--- src/rtl/mdu_result_fifo_pkg.sv ---
// rtl/mdu_result_fifo_pkg.sv - shared result types for MDU, result FIFO and CDB arbiter
package mdu_result_fifo_pkg;

    localparam int XLEN       = 32;
    localparam int ROB_ID_LEN = 5;

    typedef logic [XLEN-1:0]       word_t;
    typedef logic [ROB_ID_LEN-1:0] rob_id_t;

    typedef struct packed {
        word_t   data;
        rob_id_t reg_id;
    } mdu_res_t;

    function automatic mdu_res_t make_res(input word_t data, input rob_id_t reg_id);
        mdu_res_t r;
        r.data   = data;
        r.reg_id = reg_id;
        return r;
    endfunction

endpackage

--- src/rtl/mdu_result_fifo_ram.sv ---
// rtl/mdu_result_fifo_ram.sv - result storage, one write port, one asynchronous read port
module fifo_ram
    import mdu_result_fifo_pkg::*;
#(
    parameter int DEPTH   = 4,
    parameter int PTR_LEN = $clog2(DEPTH)
) (
    input  logic               clk,
    input  logic               we,
    input  logic [PTR_LEN-1:0] waddr,
    input  mdu_res_t           wdata,
    input  logic [PTR_LEN-1:0] raddr,
    output mdu_res_t           rdata
);

    // Storage is deliberately not reset; the control logic never exposes stale entries.
    mdu_res_t mem [DEPTH];

    always_ff @(posedge clk) begin
        if (we) begin
            mem[waddr] <= wdata;
        end
    end

    assign rdata = mem[raddr];

endmodule

--- src/rtl/mdu_result_fifo.sv ---
// rtl/mdu_result_fifo.sv - in-order result buffer between the MDU and the CDB arbiter
module mdu_result_fifo
    import mdu_result_fifo_pkg::*;
#(
    parameter int DEPTH   = 4,
    parameter int PTR_LEN = $clog2(DEPTH),
    parameter int CNT_LEN = $clog2(DEPTH + 1)
) (
    input  logic               clk,
    input  logic               rst_n,
    input  logic               flush,
    input  logic               in_valid_i,
    input  word_t              in_data_i,
    input  rob_id_t            in_reg_id_i,
    output logic               ready_o,
    output logic               cdb_valid_o,
    output word_t              cdb_data_o,
    output rob_id_t            cdb_reg_id_o,
    input  logic               cdb_ready_i,
    output logic [CNT_LEN-1:0] count_o
);

    logic [PTR_LEN-1:0] wr_ptr_q;
    logic [PTR_LEN-1:0] rd_ptr_q;
    logic [CNT_LEN-1:0] cnt_q;
    logic               push;
    logic               pop;
    mdu_res_t           head;

    // Both handshake flags come from registered state only, so CDB grant never
    // reaches back into MDU issue combinationally.
    assign ready_o     = (cnt_q != CNT_LEN'(DEPTH));
    assign cdb_valid_o = (cnt_q != '0);
    assign count_o     = cnt_q;

    assign push = in_valid_i && ready_o;
    assign pop  = cdb_valid_o && cdb_ready_i;

    fifo_ram #(
        .DEPTH   (DEPTH),
        .PTR_LEN (PTR_LEN)
    ) u_ram (
        .clk   (clk),
        .we    (push && !flush),
        .waddr (wr_ptr_q),
        .wdata (make_res(in_data_i, in_reg_id_i)),
        .raddr (rd_ptr_q),
        .rdata (head)
    );

    assign cdb_data_o   = cdb_valid_o ? head.data   : '0;
    assign cdb_reg_id_o = cdb_valid_o ? head.reg_id : '0;

    always_ff @(posedge clk or negedge rst_n) begin
        if (!rst_n) begin
            wr_ptr_q <= '0;
            rd_ptr_q <= '0;
            cnt_q    <= '0;
        end else if (flush) begin
            wr_ptr_q <= '0;
            rd_ptr_q <= '0;
            cnt_q    <= '0;
        end else begin
            if (push) begin
                wr_ptr_q <= wr_ptr_q + PTR_LEN'(1);
            end
            if (pop) begin
                rd_ptr_q <= rd_ptr_q + PTR_LEN'(1);
            end
            cnt_q <= cnt_q + CNT_LEN'(push) - CNT_LEN'(pop);
        end
    end

`ifndef SYNTHESIS
    a_push_ready : assert property (@(posedge clk) disable iff (!rst_n) push |-> ready_o);
    a_cnt_max    : assert property (@(posedge clk) disable iff (!rst_n) cnt_q <= CNT_LEN'(DEPTH));
    a_valid_rise : assert property (@(posedge clk) disable iff (!rst_n)
                                    $rose(cdb_valid_o) |-> $past(push));
`endif

endmodule

--- config.mk ---
export PLATFORM = sky130hd
export DESIGN_NAME = mdu_result_fifo
export DESIGN_NICKNAME = d
export VERILOG_FILES = /design/src/rtl/mdu_result_fifo_pkg.sv /design/src/rtl/mdu_result_fifo_ram.sv /design/src/rtl/mdu_result_fifo.sv
export SDC_FILE = /design/constraint.sdc
export NUM_CORES = 1
export LEC_CHECK = 0
export BUFFER_PORTS_ARGS = -buffer_cell sky130_fd_sc_hd__buf_2
export CORE_ASPECT_RATIO = 2
export CORE_MARGIN = 5
export CORE_UTILIZATION = 57
export CTS_CLUSTER_DIAMETER = 50
export DETAILED_ROUTE_END_ITERATION = 8
export PLACE_DENSITY = 0.8
export SLEW_MARGIN = 15
export SYNTH_ARGS = -nofsm -noshare
export SYNTH_HDL_FRONTEND = slang
export SYNTH_SLANG_ARGS = --single-unit
--- constraint.sdc ---
create_clock -name clk -period 4.9 [get_ports clk]
set_input_delay 0.735 -clock clk [delete_from_list [all_inputs] [get_ports clk]]
set_output_delay 0.735 -clock clk [all_outputs]
set_load 0.01 [all_outputs]
==> flow_summary.ini, run 1 <==
[status]
status = finished clean

[global_routing]
grt_max_degree = 41
grt_use_total_pct = 17.5
grt_pass1_wl_um = 17000
antenna_found_initial = 0
grt_pass1_vias = 3196
grt_overflow = 0

[setup_path]
critPathCaptureType = output port
crit_arrival_ps = 2360
crit_buf_inv = 2
crit_family = flip-flops
cp_cell_sequence = buf_4 > mux4_2 > nor2b_1 > buf_2
slowest_delay_ps = 830
critical_path.slowest_cell = dfrtp_4
critPathRequiredTime_ps = 4160
path_class = reg2out
crit_fanout = 31
critPathLaunchType = flip-flop

[cts]
cts.sinks = 155
cts.clk_slew.worst_paths_ps = 60
cts_buffers = 17
holdBufCountCts = 0
post_cts_buffers = 0
cts_tree = yes
htreeDepth = 4
post_cts_resized = 0
clock_path_buffers = 2
clk-insertion-delay-late_ps = 400
root_buffer = clkbuf_16

[layout]
final_cells = 530
syn_to_final_growth_pct = 19.4
num-nets-final = 430
design_area_mm2 = 0.00723
drive_above_1_share_pct = 42.2
num-fill-cells = 706
n_antenna_cell = 0

[synth]
synth.yosys.warnings = 0
synth_area_mm2 = 0.00605
netlist_instances = 282
ys_seq_area_share_pct = 76.3
ys_seq_elements = 155
synth.largest_area_cell = edfxtp_1
synth_area_leaders = edfxtp_1 (73%), mux4_2 (14%), nor2b_1 (3.9%), dfrtp_1 (2.9%), ha_1 (1.2%)
synth_nets = 331
syn_avg_cell_area_um2 = 21.5
netlist-cell-type-count = 26
yosysTopAreaCellShare_pct = 73.4

[placement]
place_area_mm2 = 0.00667
dp.cells = 499
hpwl_um = 6610
numPortBuffers = 83
place.gp.congestion = 0.704

[timing]
finalMaxSlewViolations = 0
rsz0062_at_grt = false
period_needed_ps = 3100
tns_ps = 0
slew_headroom_pct = 37.8
clock.fmax_mhz = 323
tightest_slew_ps = 933
finalSetupViolCount = 0
hold_viol = 0
finalCritPeriodShare_pct = 63.2
finalClockSkew_ps = 8.54

[route]
viasPerCell = 5.39
routed_wl_um = 10400
vias = 2858
drt_first_pass_iters = 4
drtAntennaViolNets = 0
wire_per_inst_um = 19.6
route.detailed.drc = 0
drtIter0Drc = 147

[die]
pin_count = 84
die_y_um = 156
coreArea_mm2 = 0.0105
die_w_um = 82.9
core.rowCount = 53
start_util_pct = 57.8
dieArea_mm2 = 0.0129

[job]
drv_cap = 0

[power_and_ir_drop]
switchingPower_uw = 1010
switching_share_pct = 26.8
p_clk_share_pct = 32.1
intPower_uw = 2760
seq_power_share_pct = 44.4
power_density_mw_per_mm2 = 522
pwr-share-comb_pct = 23.5
irDropWorstVdd_mv = 0.452
p_leak_uw = 0.00254

[worst_hold_path]
hp-class = in2async
[worst paths after layout]
check	to	start	slack, ps	cells past startpoint
setup reg to reg	count_o[2]$_DFF_PN0_	count_o[1]$_DFF_PN0_	2200	11
max in group asynchronous	rd_ptr_q[0]$_DFFE_PN0P_	rst_n	4590	1
hold reg to reg	wr_ptr_q[1]$_DFFE_PN0P_	wr_ptr_q[1]$_DFFE_PN0P_	620	2
setup / recovery	cdb_data_o[25]	rd_ptr_q[0]$_DFFE_PN0P_	1800	4
hold / removal	count_o[1]$_DFF_PN0_	rst_n	140	1
min in group clk	u_ram.mem[3][11]$_DFFE_PP_	in_data_i[6]	540	1
[power groups by stage]
| stage | logic [uW] | clock network, uW | registers (uW) |
|---|---|---|---|
| after global placement | 885 | 0 | 1700 |
| after floorplan | 679 | 0 | 1620 |
| after detailed placement | 907 | 0 | 1710 |
| after CTS | 912 | 1240 | 1680 |
| after global routing | 976 | 1300 | 1700 |
| final | 888 | 1210 | 1680 |
[per-stage QoR]
step | hold slack (ps) | worst slack (ps) | power [uW] | util, %
after floorplan | 439 | 696 | 2300 | -
after global placement | 571 | 1910 | 2580 | 63.6
after detailed placement | 571 | 1880 | 2620 | 63.6
after CTS | 136 | 1440 | 3830 | 69.0
after global routing | 149 | 1600 | 3970 | 69.0
final | 145 | 1800 | 3780 | 69.0
[registers in the layout, indices dropped and copies added, names as in the netlist]
signal	cells
u_ram.mem	148
count_o	3
rd_ptr_q	2
wr_ptr_q	2
[cell usage in the layout (no fill, tap or decap), drive strengths merged]
cell type and instances:
a21oi 1, and2 2, buf 93, bufinv 2, clkbuf 19, clkinv 7
clkinvlp 3, dfrtp 7, edfxtp 148, fa 1, ha 6, inv 7
mux2 1, mux2i 1, mux4 37, nand2 1, nand2b 2, nor2 5
nor2b 38, nor3 2, nor3b 4, o21ai 1, o31ai 1, or3 1
or3b 1, xor2 2
[kinds of logic (layout without fill, tap and decap cells)]
logic type	Yosys count	in the layout	share of synthesized area, %
AO/OA/AOI/OAI	3	3	0.289
XOR/XNOR	2	2	0.289
adder cells (fa/ha/maj)	7	7	1.57
buffers and inverters	20	131	1.67
flip-flops	155	155	76.3
multiplexers	39	39	14.2
AND/OR/NAND/NOR	56	56	5.66
[final cells by class]
class / count / area (um2) / area share, %
Timing Repair Buffer: 93 / 490 / 6.79
Multi-Input combinational cell: 107 / 1360 / 18.8
Clock buffer: 19 / 433 / 5.99
Inverter: 7 / 26.3 / 0.364
Tap cell: 137 / 171 / 2.37
Clock inverter: 12 / 126 / 1.75
Sequential cell: 155 / 4620 / 64.0
[metal layers]
layer  vias up  track usage [%]  share of wire [%]
li1       1320                -                  -
met1      1451             20.7                 38
met2        73             30.9                 56
met3        14             3.96                4.1
met4         0             7.48                1.9
met5         -                0                  0
[Yosys cell counts (all sizes together)]
cell type / n
edfxtp: 148
nor2b: 38
mux4: 37
buf: 7
dfrtp: 7
inv: 7
clkbuf: 6
ha: 6
nor2: 5
nor3b: 4
and2: 2
nand2b: 2
nor3: 2
xor2: 2
a21oi: 1
fa: 1
mux2: 1
mux2i: 1
nand2: 1
o21ai: 1
o31ai: 1
or3: 1
or3b: 1
(Power assumes the default switching activity.)
==> run 2, diff against run 1 <==
--- a/config.mk
+++ b/config.mk
@@ -5,13 +5,14 @@
 export SDC_FILE = /design/constraint.sdc
 export NUM_CORES = 1
 export LEC_CHECK = 0
+export ABC_AREA = 1
 export BUFFER_PORTS_ARGS = -buffer_cell sky130_fd_sc_hd__buf_2
 export CORE_ASPECT_RATIO = 2
 export CORE_MARGIN = 5
-export CORE_UTILIZATION = 57
+export CORE_UTILIZATION = 58
 export CTS_CLUSTER_DIAMETER = 50
 export DETAILED_ROUTE_END_ITERATION = 8
-export PLACE_DENSITY = 0.8
+export PLACE_DENSITY = 0.81
 export SLEW_MARGIN = 15
 export SYNTH_ARGS = -nofsm -noshare
 export SYNTH_HDL_FRONTEND = slang
==> constraint.sdc (replaced) <==
create_clock -name clk -period 2.85 [get_ports clk]
set_input_delay 0.4275 -clock clk [delete_from_list [all_inputs] [get_ports clk]]
set_output_delay 0.4275 -clock clk [all_outputs]
set_load 0.01 [all_outputs]
==> flow_summary.ini, run 2 <==
[status]
status = finished clean

[layout]
design_area_mm2 = 0.00771
multi_input_area_mm2 = 0.00147
largest_register_ffs = 148
num-fill-cells = 771
final_common_cell = nand2_1
drive_above_1_share_pct = 19.1
num-nets-final = 747
regMostFlops = u_ram.mem
n_antenna_cell = 0
syn_to_final_growth_pct = 16.9
mostFrequentLayoutCells = nand2_1 (233), edfxtp_1 (148), inv_1 (87)
regArea_mm2 = 0.00462

[setup_path]
critPathLaunchType = flip-flop
slowest_delay_ps = 450
critical_path.slowest_cell = dfrtp_1
path_class = reg2out
crit_arrival_ps = 2150
crit_fanout = 28
critPathRequiredTime_ps = 2420
critPathCaptureType = output port
cp_cell_sequence = nor2_1 > nand2_1 > inv_2 > buf_4 > a21oi_1 > buf_2

[synth]
synthFlopType = edfxtp_1
yosysTopAreaCellShare_pct = 67.4
synth_nets = 659
ys_seq_elements = 155
synthTopCellsByCount = nand2_1 (233), edfxtp_1 (148), inv_1 (87), nand3_1 (43), a21oi_1 (38)
synth_area_leaders = edfxtp_1 (67%), nand2_1 (13%), inv_1 (5.0%), nand3_1 (3.3%), a21oi_1 (2.9%)
netlist-cell-type-count = 16
synth_edf_count = 148
synth.largest_area_cell = edfxtp_1
ys_seq_area_share_pct = 70.1
synth.most_common_cell = nand2_1
synth.yosys.warnings = 0
synth_area_mm2 = 0.00659
netlist_instances = 610
syn_avg_cell_area_um2 = 10.8
async_flop_share_pct = 4.52

[power_and_ir_drop]
p_clk_share_pct = 30.2
switching_share_pct = 35.3
p_leak_uw = 0.00341
power_density_mw_per_mm2 = 906
irDropWorstVdd_mv = 1.05
intPower_uw = 4510
pwr-share-comb_pct = 30.6
switchingPower_uw = 2470
seq_power_share_pct = 39.1

[timing]
finalSetupViolCount = 0
finalMaxSlewViolations = 0
finalClockSkew_ps = 8.90
slew_headroom_pct = 47.3
period_needed_ps = 2580
tightest_slew_ps = 790
hold_viol = 0
finalCritPeriodShare_pct = 90.5
clock.fmax_mhz = 388
rsz0062_at_grt = false
tns_ps = 0

[placement]
place.gp.congestion = 0.834
numPortBuffers = 83
hpwl_um = 9400
place_area_mm2 = 0.00714

[global_routing]
grt_pass1_wl_um = 22700
grt_pass1_vias = 4737
grt_max_degree = 78
antenna_found_initial = 0
grt_use_total_pct = 21.7
grt_overflow = 0

[route]
routed_wl_um = 14400
vias = 4529
drt_first_pass_iters = 5
drtAntennaViolNets = 0
viasPerCell = 5.31
route.detailed.drc = 0
wire_per_inst_um = 16.9
drtIter0Drc = 356

[die]
dieArea_mm2 = 0.0137
start_util_pct = 58.8
die_w_um = 85.4
die_y_um = 161
coreArea_mm2 = 0.0112
pin_count = 84
core.rowCount = 55

[cts]
cts.clk_slew.worst_paths_ps = 60
clock_path_buffers = 2
holdBufCountCts = 1
root_buffer = clkbuf_16
cts_buffers = 17
post_cts_resized = 0
post_cts_buffers = 0
clk-insertion-delay-late_ps = 420
htreeDepth = 4
cts.sinks = 155
cts_tree = yes

[job]
drv_cap = 0

[worst_hold_path]
hp-class = in2reg
-- run 2: cell types whose count changed after synthesis, sizes merged, moves of 3 or more --
cell,change
nand2,+232
inv,+83
nand3,+43
nor2b,-38
a21oi,+37
mux4,-37
buf,+18
nor2,+6
nand4,+4
nor3b,-4
clkbuf,-3
-- run 2: critical path, delay by kind of cell (launching register included) --
kind	cells	cell delay, ps
flops	1	450
simple gates	2	340
compound gates	1	60
buf+inv	3	880
-- run 2: final cells by class --
cell class	instances	area share [%]
Sequential cell	155	60.0
Multi-Input combinational cell	336	19.1
Timing Repair Buffer	97	6.95
Clock buffer	17	5.52
Inverter	91	4.47
Tap cell	142	2.31
Clock inverter	15	1.70
-- run 2: per-layer routing --
| metal | wire length (um) | track usage (%) | up-vias |
|---|---|---|---|
| met5 | 0 | 0 | - |
| met4 | 321 | 11.5 | 0 |
| met3 | 795 | 5.60 | 28 |
| met2 | 8290 | 39.2 | 168 |
| met1 | 5030 | 22.5 | 2181 |
| li1 | - | - | 2152 |
-- run 2: power by group through the flow --
stage | Sequential, uW | Combinational (uW) | Clock, uW
CTS | 2730 | 2160 | 2140
detailed placement | 2780 | 2130 | 0
global placement | 2760 | 2040 | 0
finish | 2730 | 2140 | 2110
global route | 2740 | 2360 | 2250
floorplan | 2770 | 1390 | 0
-- run 2: path summary, 6_finish.rpt --
check | start | end | slack, ps | cells after the start
max | count_o[1]$_DFF_PN0_ | cdb_data_o[1] | 270 | 6
min | flush | count_o[0]$_DFF_PN0_ | 190 | 2
max reg2reg | count_o[1]$_DFF_PN0_ | count_o[2]$_DFF_PN0_ | 590 | 12
min reg2reg | wr_ptr_q[0]$_DFFE_PN0P_ | wr_ptr_q[0]$_DFFE_PN0P_ | 590 | 2
max in group asynchronous | rst_n | rd_ptr_q[0]$_DFFE_PN0P_ | 2300 | 2
min in group asynchronous | rst_n | count_o[2]$_DFF_PN0_ | 370 | 2
-- run 2: cells by family (layout without fill, tap and decap cells) --
group	Yosys count	after routing	synth area share (%)
AOI/OAI and AO/OA	38	38	2.89
adders and majority gates	7	7	1.44
buffers and inverters	119	220	8.05
DFF	155	155	70.1
and+or+nand+nor	291	291	17.5
-- run 2: metrics by stage --
step                      power [uW]  hold slack (ps)  instances  util, %  setup slack [ps]
final                           6980              193        853     68.7               271
after global routing            7350              185        853     68.7               110
after CTS                       7020              178        853     68.7               285
after detailed placement        4900              272        820     63.6               561
after global placement          4800              269        820     63.6               710
after floorplan                 4160              132        610        -             0.103
